$ cat config.mk
export PLATFORM = sky130hd
export DESIGN_NAME = slow_timer
export DESIGN_NICKNAME = d
export VERILOG_FILES = /design/src/rtl/slow_timer_pkg.sv /design/src/rtl/slow_prescaler.sv /design/src/rtl/slow_timer.sv
export SDC_FILE = /design/constraint.sdc
export NUM_CORES = 1
export LEC_CHECK = 0
export CORE_ASPECT_RATIO = 0.75
export CORE_MARGIN = 1
export CORE_UTILIZATION = 40
export DETAILED_ROUTE_END_ITERATION = 10
export HOLD_SLACK_MARGIN = 0.02
export PLACE_DENSITY_LB_ADDON = 0.2
export SYNTH_ARGS = -nofsm -noshare
export SYNTH_HDL_FRONTEND = slang
export SYNTH_HIERARCHICAL = 1
export SYNTH_SLANG_ARGS = --single-unit
$ cat constraint.sdc
create_clock -name CLK -period 1.8 [get_ports CLK]
set_input_delay 0.45 -clock CLK [delete_from_list [all_inputs] [get_ports CLK]]
set_output_delay 0.45 -clock CLK [all_outputs]
set_load 0.05 [all_outputs]
$ cat src/rtl/slow_timer_pkg.sv
// Shared types and constants for the slow-mode timer: FSM states, SlowSrc codes, default tick divider.
package slow_timer_pkg;

    typedef enum logic [1:0] {
        ST_IDLE   = 2'd0,
        ST_ACCESS = 2'd1,
        ST_HOLD   = 2'd2
    } state_e;

    localparam int DEF_TICK_DIV = 256;

    localparam logic [2:0] SRC_NONE = 3'd0;
    localparam logic [2:0] SRC_IACK = 3'd1;
    localparam logic [2:0] SRC_VIA  = 3'd2;
    localparam logic [2:0] SRC_IWM  = 3'd3;
    localparam logic [2:0] SRC_SCC  = 3'd4;
    localparam logic [2:0] SRC_SCSI = 3'd5;
    localparam logic [2:0] SRC_SND  = 3'd6;

    // hits[0]=IACK ... hits[5]=Snd; lowest index wins.
    function automatic logic [2:0] src_encode(input logic [5:0] hits);
        logic [2:0] code;
        code = SRC_NONE;
        if      (hits[0]) code = SRC_IACK;
        else if (hits[1]) code = SRC_VIA;
        else if (hits[2]) code = SRC_IWM;
        else if (hits[3]) code = SRC_SCC;
        else if (hits[4]) code = SRC_SCSI;
        else if (hits[5]) code = SRC_SND;
        return code;
    endfunction

endpackage

$ cat src/rtl/slow_prescaler.sv
// Hold-tick prescaler: counts 0..TICK_DIV-1 while enabled, clear has priority.
module slow_prescaler
    import slow_timer_pkg::*;
#(
    parameter int TICK_DIV = DEF_TICK_DIV,
    parameter int PRE_W    = 8
) (
    input  logic clk_i,
    input  logic rst_i,
    input  logic clr_i,
    input  logic en_i,
    output logic tick_o
);

    localparam logic [PRE_W-1:0] LAST = PRE_W'(TICK_DIV - 1);

    logic [PRE_W-1:0] pre_q;
    logic [PRE_W-1:0] pre_d;

    // Terminal-count flag only; the FSM qualifies it with its own enable to avoid a comb loop.
    assign tick_o = (pre_q == LAST);

    always_comb begin
        pre_d = pre_q;
        if (clr_i) begin
            pre_d = '0;
        end else if (en_i) begin
            if (pre_q == LAST) pre_d = '0;
            else               pre_d = pre_q + 1'b1;
        end
    end

    always_ff @(posedge clk_i) begin
        if (rst_i) pre_q <= '0;
        else       pre_q <= pre_d;
    end

endmodule

$ cat src/rtl/slow_timer.sv
// Slow-mode request timer: holds Slow for a bus access to an enabled slow device plus a tick-based hold.
// Optional SLOW_SOURCE_LATCH_EN adds SlowSrc, the highest-priority source of the last trigger.
//
// state  | meaning
// IDLE   | no slow request; waiting for a triggering access
// ACCESS | slow access in progress while BACT is high
// HOLD   | post-access hold, cnt ticks of TICK_DIV clocks remaining
module slow_timer
    import slow_timer_pkg::*;
#(
    parameter int TICK_DIV = DEF_TICK_DIV,
    parameter int PRE_W    = 8
) (
    input  logic       CLK,
    input  logic       POR,
    input  logic       BACT,
    input  logic       IACKCS,
    input  logic       VIACS,
    input  logic       IWMCS,
    input  logic       SCCCS,
    input  logic       SCSICS,
    input  logic       SndCSWR,
    input  logic       SlowIACK,
    input  logic       SlowVIA,
    input  logic       SlowIWM,
    input  logic       SlowSCC,
    input  logic       SlowSCSI,
    input  logic       SlowSnd,
    input  logic       SlowClockGate,
    input  logic [3:0] SlowTimeout,
    output logic       Slow,
    output logic       ClockGate
`ifdef SLOW_SOURCE_LATCH_EN
    ,
    output logic [2:0] SlowSrc
`endif
);

    state_e     state_q, state_d;
    logic [3:0] cnt_q, cnt_d;
    logic       bactr_q;
    logic       slow_q;
    logic       cg_q;
    logic [5:0] hits;
    logic       hit;
    logic       trig;
    logic       pre_clr;
    logic       pre_en;
    logic       pre_last;

    assign hits = {SndCSWR & SlowSnd, SCSICS & SlowSCSI, SCCCS & SlowSCC,
                   IWMCS & SlowIWM, VIACS & SlowVIA, IACKCS & SlowIACK};
    assign hit  = |hits;
    assign trig = BACT & ~bactr_q & hit;

    slow_prescaler #(
        .TICK_DIV (TICK_DIV),
        .PRE_W    (PRE_W)
    ) u_pre (
        .clk_i  (CLK),
        .rst_i  (POR),
        .clr_i  (pre_clr),
        .en_i   (pre_en),
        .tick_o (pre_last)
    );

    always_comb begin
        state_d = state_q;
        cnt_d   = cnt_q;
        pre_clr = 1'b0;
        pre_en  = 1'b0;
        case (state_q)
            ST_IDLE: begin
                if (trig) state_d = ST_ACCESS;
            end
            ST_ACCESS: begin
                if (!BACT) begin
                    if (SlowTimeout == 4'd0) begin
                        state_d = ST_IDLE;
                    end else begin
                        state_d = ST_HOLD;
                        cnt_d   = SlowTimeout;
                        pre_clr = 1'b1;
                    end
                end
            end
            ST_HOLD: begin
                // A retrigger freezes cnt and prescaler; both reload at the next ACCESS exit.
                if (trig) begin
                    state_d = ST_ACCESS;
                end else begin
                    pre_en = 1'b1;
                    if (pre_last) begin
                        if (cnt_q == 4'd1) state_d = ST_IDLE;
                        else               cnt_d   = cnt_q - 4'd1;
                    end
                end
            end
            default: state_d = ST_IDLE;
        endcase
    end

    always_ff @(posedge CLK) begin
        if (POR) begin
            state_q <= ST_IDLE;
            cnt_q   <= 4'd0;
            bactr_q <= 1'b0;
            slow_q  <= 1'b0;
            cg_q    <= 1'b0;
        end else begin
            state_q <= state_d;
            cnt_q   <= cnt_d;
            bactr_q <= BACT;
            slow_q  <= (state_d != ST_IDLE);
            cg_q    <= (state_d != ST_IDLE) & SlowClockGate;
        end
    end

    assign Slow      = slow_q;
    assign ClockGate = cg_q;

`ifdef SLOW_SOURCE_LATCH_EN
    logic [2:0] src_q;

    always_ff @(posedge CLK) begin
        if (POR)       src_q <= SRC_NONE;
        else if (trig) src_q <= src_encode(hits);
    end

    assign SlowSrc = src_q;
`endif

endmodule

[After elaboration in Yosys (flattened, before gate mapping)]
Cells that the tools add are included.
W data, S select, Z words.
Word-level totals
  flip-flop bits (word level): 17
  input bits: 20
  output and inout bits: 2
  logic and storage cells: 53
Cells by class
  $add $sub $neg: 2
  eq/ne operators: 9
  multiplexer cells: 19
  bitwise logic cells: 10
  reductions and logical operators: 7
Operators with widths (number)
  $mux W4: 5
  $mux W2: 6
  $ne A2 B2 Y1 const B: 5
  $and A1 B1 Y1: 9
  $add A8 B1 Y8 const B: 1
  $eq A8 B8 Y1 const B: 1
  $mux W8: 1
  $pmux W4 S2: 1
  $pmux W2 S3: 1
  $reduce_and A6 Y1: 1
  $reduce_or A6 Y1: 1
  $mux W1: 5
  $eq A4 B1 Y1 const B: 1
  $logic_not A4 Y1: 1
  $reduce_bool A2 Y1: 2
  $sub A4 B1 Y4 const B: 1
  $eq A2 B1 Y1 const B: 1
  $eq A2 B2 Y1 const B: 1
  $logic_not A2 Y1: 1
  $reduce_or A2 Y1: 1
  $not A1 Y1: 1

[Logic depth before layout (Yosys ltp)]
  word-level depth: 7
  mapped depth: 8
  mapped depth without buffers: 8

[Modules after synthesis]
Netlist, hierarchy kept.
Modules (own cells, without submodules)
  slow_timer: instances 1, cells an instance 64, area an instance 593.1 um^2, sequential area each 180.2 um^2
  slow_prescaler: instances 1, cells an instance 43, area an instance 374.1 um^2, sequential area each 160.2 um^2

[Least setup slack after synthesis]
Ideal clock, no wire load.
  path kind: in2reg
  start: input port IWMCS
  end: register u_pre.pre_q[7]
  setup time: 0.116 ns
  data arrival time: 1.789 ns
  required time: 1.684 ns
  setup slack: -0.104 ns
  stages on the path: 7
  buffers on the path: 1
  path through: a22oi_1 a311oi_2 nor2_1 buf_2 nand4_2 a211o_1 and3_1
Between the ends
  word-level cells in the longest chain between the ends: 5
Ends and longest elaborated chain
  start: declaration: RTL line slow_timer.sv:19  | input logic IWMCS,
  $and A1 B1 Y1: RTL line slow_timer.sv:52  | IWMCS & SlowIWM, VIACS & SlowVIA, IACKCS & SlowIACK};
  $reduce_or A6 Y1: RTL line slow_timer.sv:53  | assign hit = |hits;
  $and A1 B1 Y1: RTL line slow_timer.sv:54  | assign trig = BACT & ~bactr_q & hit;
  $mux W1: RTL line slow_timer.sv:89  | if (trig) begin
  $mux W1: RTL line slow_timer.sv:72  | case (state_q)
  via pre_en: RTL line slow_timer.sv:48  | logic pre_en;
  end signal: assignment: RTL line slow_prescaler.sv:35  | else pre_q <= pre_d;
  end: declaration: RTL line slow_prescaler.sv:17  | logic [PRE_W-1:0] pre_q;
The timed path passes the listed nets, and every way through them passes these cells.
A chain may end at the register's enable or synchronous reset.

[Final worst setup path]
  start: input port SlowVIA
  end: register u_pre.pre_q[7]
Between the ends
  word-level cells in the longest chain between the ends: 5
Ends and longest elaborated chain
  start: declaration: RTL line slow_timer.sv:24  | input logic SlowVIA,
  $and A1 B1 Y1: RTL line slow_timer.sv:52
  $reduce_or A6 Y1: RTL line slow_timer.sv:53
  $and A1 B1 Y1: RTL line slow_timer.sv:54
  $mux W1: RTL line slow_timer.sv:89
  $mux W1: RTL line slow_timer.sv:72
  via pre_en: RTL line slow_timer.sv:48
The timed path passes the listed nets, and every way through them passes these cells.

==> out/qor.txt <==
wire length on met1: 1150 um
Fillers: 190
post-synth cell types: 45
nets: 181
register area share after synthesis: 35.2%
post-DP HPWL: 1930 um
Rel. slew slack: 75.6%
Worst Path Arrival: 1.91 ns
Iteration-0 DRC Markers: 71
Die Ht: 44.6 um
Syn Std Cell Area: 967 um2
crit start category: primary input
H-tree levels: 1
Yosys top cell by area: dfxtp_1
Mean Syn Cell Area: 9.04 um2
IO buf count: 21
Clock Tree Buf Depth: 2
Reg-to-Reg Start: cnt_q[1]$_SDFFE_PP0P_
nature of the critical path endpoint: flip-flop
post-synth top area share: 35.2%
worst clock skew: 0.00225 ns
Final Cycle Share: 94.7%
Post-Syn Nets: 130
initial antenna violation count: 0
Inst Count DP: 185
global-route wire length before repair: 4200 um
largest fanout on the critical path: 4
Psw: 0.221 mW
Detailed Routing Iterations Pass 1: 4
post-route ant nets: 0
sequential standard cell area: 340 um2
Gate power share: 22.7%
Chip Width: 58.8 um
Syn. warnings: 6
sequential power share: 50.1%
Tightest Hold Check Type: flip-flop to flip-flop
Vias/cell: 5.31
Cell Chain, Critical Path: dlygate4sd2_1, a22oi_2, a311oi_4, nor2_4, nand4_4, a211o_1, and3_1
vias in the first global route: 995
cell count after synthesis: 107
outcome: finished clean
Root Driver: clkbuf_4
#FFs+latches synth: 17
Die ar.: 2620 um2
Synth area leaders: dfxtp_1 (35%), a21oi_1 (4.7%), ha_1 (3.9%)
Tmin final: 1.70 ns
multi-input logic area: 669 um2
GPL Wtd Cong: 0.860
io pins: 22
share of total power in the clock network: 27.2%
crit-path max cell delay: 0.30 ns
Power Dens Cells: 522 nW/um2
CTS tree: yes
CP required: 2.00 ns
Remaining DRCs: 0
hold-fix buffers at CTS: 0
WS Path Type: primary input to flip-flop
starting density of the core: 42.2%
Post-DP Area: 1430 um2
P&R area growth vs syn: 55.5%
worst slew pin tran: 0.363 ns
Via Count: 1015
Peak supply drop: 0.000413 V
Lkg Pwr: 0.609 nW
final instance area: 1500 um2
final setup vio count: 0
Hold Startpoint: u_pre/pre_q[5]$_SDFFE_PP0P_
met3 routed WL: 114 um
CP startpoint: SlowVIA
max layer used: met4
Hold Vio Cnt, Final: 0
Met2 Wirelength: 1240 um
row count: 15
Net Sw Frac: 28.2%
Fin Setup TNS: 0 ns
Hold WS: 0.518 ns
largest net degree at the start of global routing: 11
CTS Buf Count: 3
Avg WL per Cell: 13.3 um
internal power: 0.564 mW
share of layout cells above drive strength 1: 33.8%
Core ar.: 2290 um2
CTS clk-pin slew, worst paths: 0.10 ns
FMAX: 0.587 GHz
Worst path slowest cell: a211o_1
max-cap violation count: 0
Final Max Tran Viols: 0
worst skew pair latency: 0.30 ns
grt ovf: 0
GRT Util Overall: 21.6%
non-filler instance count after layout: 191
Sink Count: 17
# diodes: 0
routed wire length: 2530 um
## metal layers
layer	vias to the layer above	track usage [%]
li1	497	-
met1	486	25.9
met2	28	37.7
met3	4	5.56
met4	0	7.14
met5	-	0
## flip-flops by register name, summed over array words and instances, names as in the netlist
signal / cells
state_q: 2
bactr_q: 1
cnt_q: 4
Slow: 1
ClockGate: 1
u_pre/pre_q: 8
## area by class of cell
cell class | count | area share (%)
clock buffers | 3 | 1.50
clock inverters | 1 | 0.333
inverters | 4 | 0.998
multi-input cells | 83 | 44.5
flip-flops and latches | 17 | 22.6
well taps | 34 | 2.83
repair buffers | 49 | 27.2
## power by group through the flow
stage               Sequential [mW]  Clock, mW  Combinational, mW
floorplan                     0.415          0             0.0634
global placement              0.401          0              0.171
detailed placement            0.402          0              0.174
CTS                           0.393      0.216              0.170
global route                  0.395      0.227              0.193
finish                        0.393      0.213              0.179
## cells in the final DEF, fill, tap and decap left out, types with 3 or more instances in the layout
master | synthesis | final
buf_4 | 0 | 29
dfxtp_1 | 17 | 17
dlygate4sd2_1 | 0 | 12
nor2_1 | 10 | 9
a21oi_1 | 9 | 9
clkdlybuf4s50_1 | 0 | 5
nand2b_1 | 4 | 4
o21ai_0 | 4 | 4
nand2_1 | 4 | 4
inv_1 | 3 | 3
a22oi_2 | 0 | 3
or3_1 | 3 | 3
ha_1 | 3 | 3
clkbuf_4 | 0 | 3
xor2_1 | 3 | 3
## path summary, 6_finish.rpt
check,endpoint,slack (ns),cells past startpoint
hold reg to reg,u_pre/pre_q[5]$_SDFFE_PP0P_,0.52,2
setup reg to reg,cnt_q[0]$_SDFFE_PP0P_,0.12,6
setup / recovery,u_pre/pre_q[7]$_SDFFE_PP0P_,0.1,7
hold / removal,u_pre/pre_q[5]$_SDFFE_PP0P_,0.52,2
## worst max-delay path, delay by kind of cell
kind	cells	cell delay [ns]
AO/OA/AOI/OAI	3	0.69
buffers and inverters	1	0.25
AND/OR/NAND/NOR	3	0.51
## logic make-up after synthesis
group,share of synthesized area (%)
simple gates,29.0
xor+xnor,2.72
buf+inv,2.97
mux,1.03
flops,35.2
fa+ha+maj,3.88
compound gates,25.2
## cell usage after synthesis, drive strengths merged
master,count
or3,3
ha,3
inv,4
a211oi,2
a21oi,9
o32ai,1
o22ai,2
o31ai,3
a311oi,1
nand2b,5
or2,2
and4b,1
nor4,1
and3,1
nand3,2
mux2i,1
a22oi,3
a2111oi,2
and2,1
a211o,1
nand3b,2
a21o,1
nor2,10
xor2,3
nor2b,2
dfxtp,17
o21ai,6
nor3b,2
nand4,3
buf,2
a221o,1
nor3,3
clkbuf,1
a21boi,1
a311o,1
nand2,4
## timing repair
item,CTS,global route
gates cloned,0,0
gates resized for setup,14,8
pin swaps,9,8
endpoints found under the setup margin,9,11
hold endpoints to repair,0,0
setup buffers,2,0
## through the flow
step | setup slack, ns | total power, mW | utilization (%)
4_1_cts | 0.00519 | 0.779 | 63.7
3_5_place_dp | -0.539 | 0.576 | 62.2
6_report | 0.0960 | 0.785 | 65.7
2_1_floorplan | -0.000732 | 0.478 | -
3_3_place_gp | -0.459 | 0.572 | 62.2
5_1_grt | -0.00941 | 0.815 | 65.7
Power figures use the tool's default switching activity.
==> edit, RTL diff (same flow settings) <==
Add a define of `SLOW_SOURCE_LATCH_EN`.
--- a/src/rtl/slow_timer.sv
+++ b/src/rtl/slow_timer.sv
@@ -7,2 +7,4 @@
 // HOLD   | post-access hold, cnt ticks of TICK_DIV clocks remaining
+`define SLOW_SOURCE_LATCH_EN
+
 module slow_timer
Function (old outputs only; new: SlowSrc): kept (Yosys induction, for registers that start in step).
==> edit against the original RTL <==
  * Synthesized cell count rose by 15%
  * Synthesized area rose by 11%
  * Count of clock-buffer cells in the layout rose by 1
  * Total power rose by 25%
  * Setup slack got worse by 0.051 ns
  * Combinational power rose by 38%
  * Register-to-register slack improved by 0.02 ns
  * Design area rose by 11%
  * Wire length rose by 17%
  * Via count rose by 16%
  * Sequential cell count rose by 3
  * Critical endpoint is now u_pre/pre_q[0]$_SDFFE_PP0P_
==> edit: results (changes against the original RTL) <==
Run status
  • Status: finished, final reports clean

Hold path
  • Min-delay src: SlowSrc[1]$_SDFFE_PP0P_

Global routing
  • First-pass GRT wire length: 4560 um (+8.5%)
  • Largest net degree at the start of global routing: 12 (+1)
  • Vias in the first global route: 1037 (+4.2%)

Power
  • Leakage: 0.7281 nW (+20%)

Placement
  • Dpl hpwl: 2249 um (+16%)
  • Port Buffers: 24 (+14%)
  • Worst slack, placed: -0.5854 ns (-0.04632 ns)

Critical path
  • Critical Path AT: 1.99 ns (+0.08 ns)
  • R2R Setup Slk: 0.14 ns (+0.02 ns)
  • CP Max Fanout: 5 (+1)
  • Top delay family on crit path: simple AND/OR/NAND/NOR gates
  • FF-to-FF End: cnt_q[2]$_SDFFE_PP0P_
  • Crit-path max cell delay: 0.43 ns (+0.13 ns)
  • FF-to-FF Start: u_pre/pre_q[5]$_SDFFE_PP0P_

STA
  • Clock skew: 0.007913 ns (+0.005659 ns)
  • Slew margin rel.: 69.17% (-6.4 points)

Layout
  • Register Area: 401.6 um^2 (+18%)

Drt
  • DRT iter0 DRCs: 78 (+9.9%)
  • DR vias: 1182 (+16%)
  • Final wirelength: 2960 um (+17%)

Synth
  • Synthesized net count: 146 (+12%)
  • Syn avg cell area: 8.748 um^2 (-3.2%)
  • Top post-synthesis cells by area: dfxtp_1 (37%), ha_1 (3.5%), nor2_1 (3.5%)
==> edit: cell count changes in the layout (fill, tap and decap cells not counted), moves of 4 or more <==
cell           delta
a21oi_1           -5
buf_4            +13
clkbuf_2          +7
dlygate4sd2_1     -8
inv_1             +4
nand2_1           +5
o211ai_1          +4
==> edit: metrics by stage <==
stage / hold slack, ns / cell area [um^2]
6_report: 0.4645 / 1677
5_1_grt: 0.4926 / 1677
4_1_cts: 0.4719 / 1632
3_5_place_dp: 0.4547 / 1584
3_3_place_gp: 0.4448 / 1584
2_1_floorplan: 0.4612 / 1092
==> edit: worst max path at each step <==
| stage | slack (ns) | end | from |
|---|---|---|---|
| after floorplan | -0.26 | u_pre/pre_q[7]$_SDFFE_PP0P_ | SlowSCC |
| after global placement | -0.52 | u_pre/pre_q[7]$_SDFFE_PP0P_ | SlowIACK |
| after detailed placement | -0.59 | u_pre/pre_q[5]$_SDFFE_PP0P_ | SlowIACK |
| after CTS | 0.005 | u_pre/pre_q[5]$_SDFFE_PP0P_ | SlowIACK |
| after global routing | -0.05 | u_pre/pre_q[5]$_SDFFE_PP0P_ | SlowSCC |
| final | 0.05 | u_pre/pre_q[0]$_SDFFE_PP0P_ | SlowTimeout[0] |
==> edit: power breakdown <==
part | total, mW | internal, mW | switching [mW] | leakage, nW
clock network | 0.259 | 0.123 | 0.136 | 0.0210
registers | 0.473 | 0.460 | 0.0134 | 0.163
logic | 0.247 | 0.124 | 0.123 | 0.544
==> edit: what timing repair did <==
action	in CTS	in global routing
endpoints found under the setup margin	12	12
endpoints found under the hold margin	0	0
pin swaps	7	7
gates resized for setup	24	28
setup buffers	3	3
cloned	0	0
==> edit: layout make-up <==
| type | count | share of cell area [%] |
|---|---|---|
| Tap cell | 34 | 2.537 |
| Sequential cell | 20 | 23.96 |
| Timing Repair Buffer | 61 | 27.69 |
| Clock buffer | 4 | 2.164 |
| Inverter | 7 | 1.567 |
| Multi-Input combinational cell | 94 | 42.09 |
==> edit: tightest hold or removal path: stages (launching register included) <==
cell and delay, ns:
dfxtp_1 0.33, nand2_1 0.05, a21oi_1 0.05
==> edit: metal layers <==
layer | global-route usage (%) | part of all wire [%] | up-vias
met5 | 0 | 0 | -
met3 | 4.959 | 3.9 | 2
met4 | 4.444 | 0.71 | 0
met2 | 34.62 | 45 | 29
met1 | 30.42 | 51 | 552
li1 | - | - | 599
==> edit: logic make-up after synthesis <==
family,after synthesis,share of synthesized area (%)
flip-flops,20,37.21
AO/OA/AOI/OAI,37,26.63
XOR/XNOR,5,4.070
buffers and inverters,9,3.255
AND/OR/NAND/NOR,47,23.49
multiplexers,2,1.861
adder cells (fa/ha/maj),3,3.489
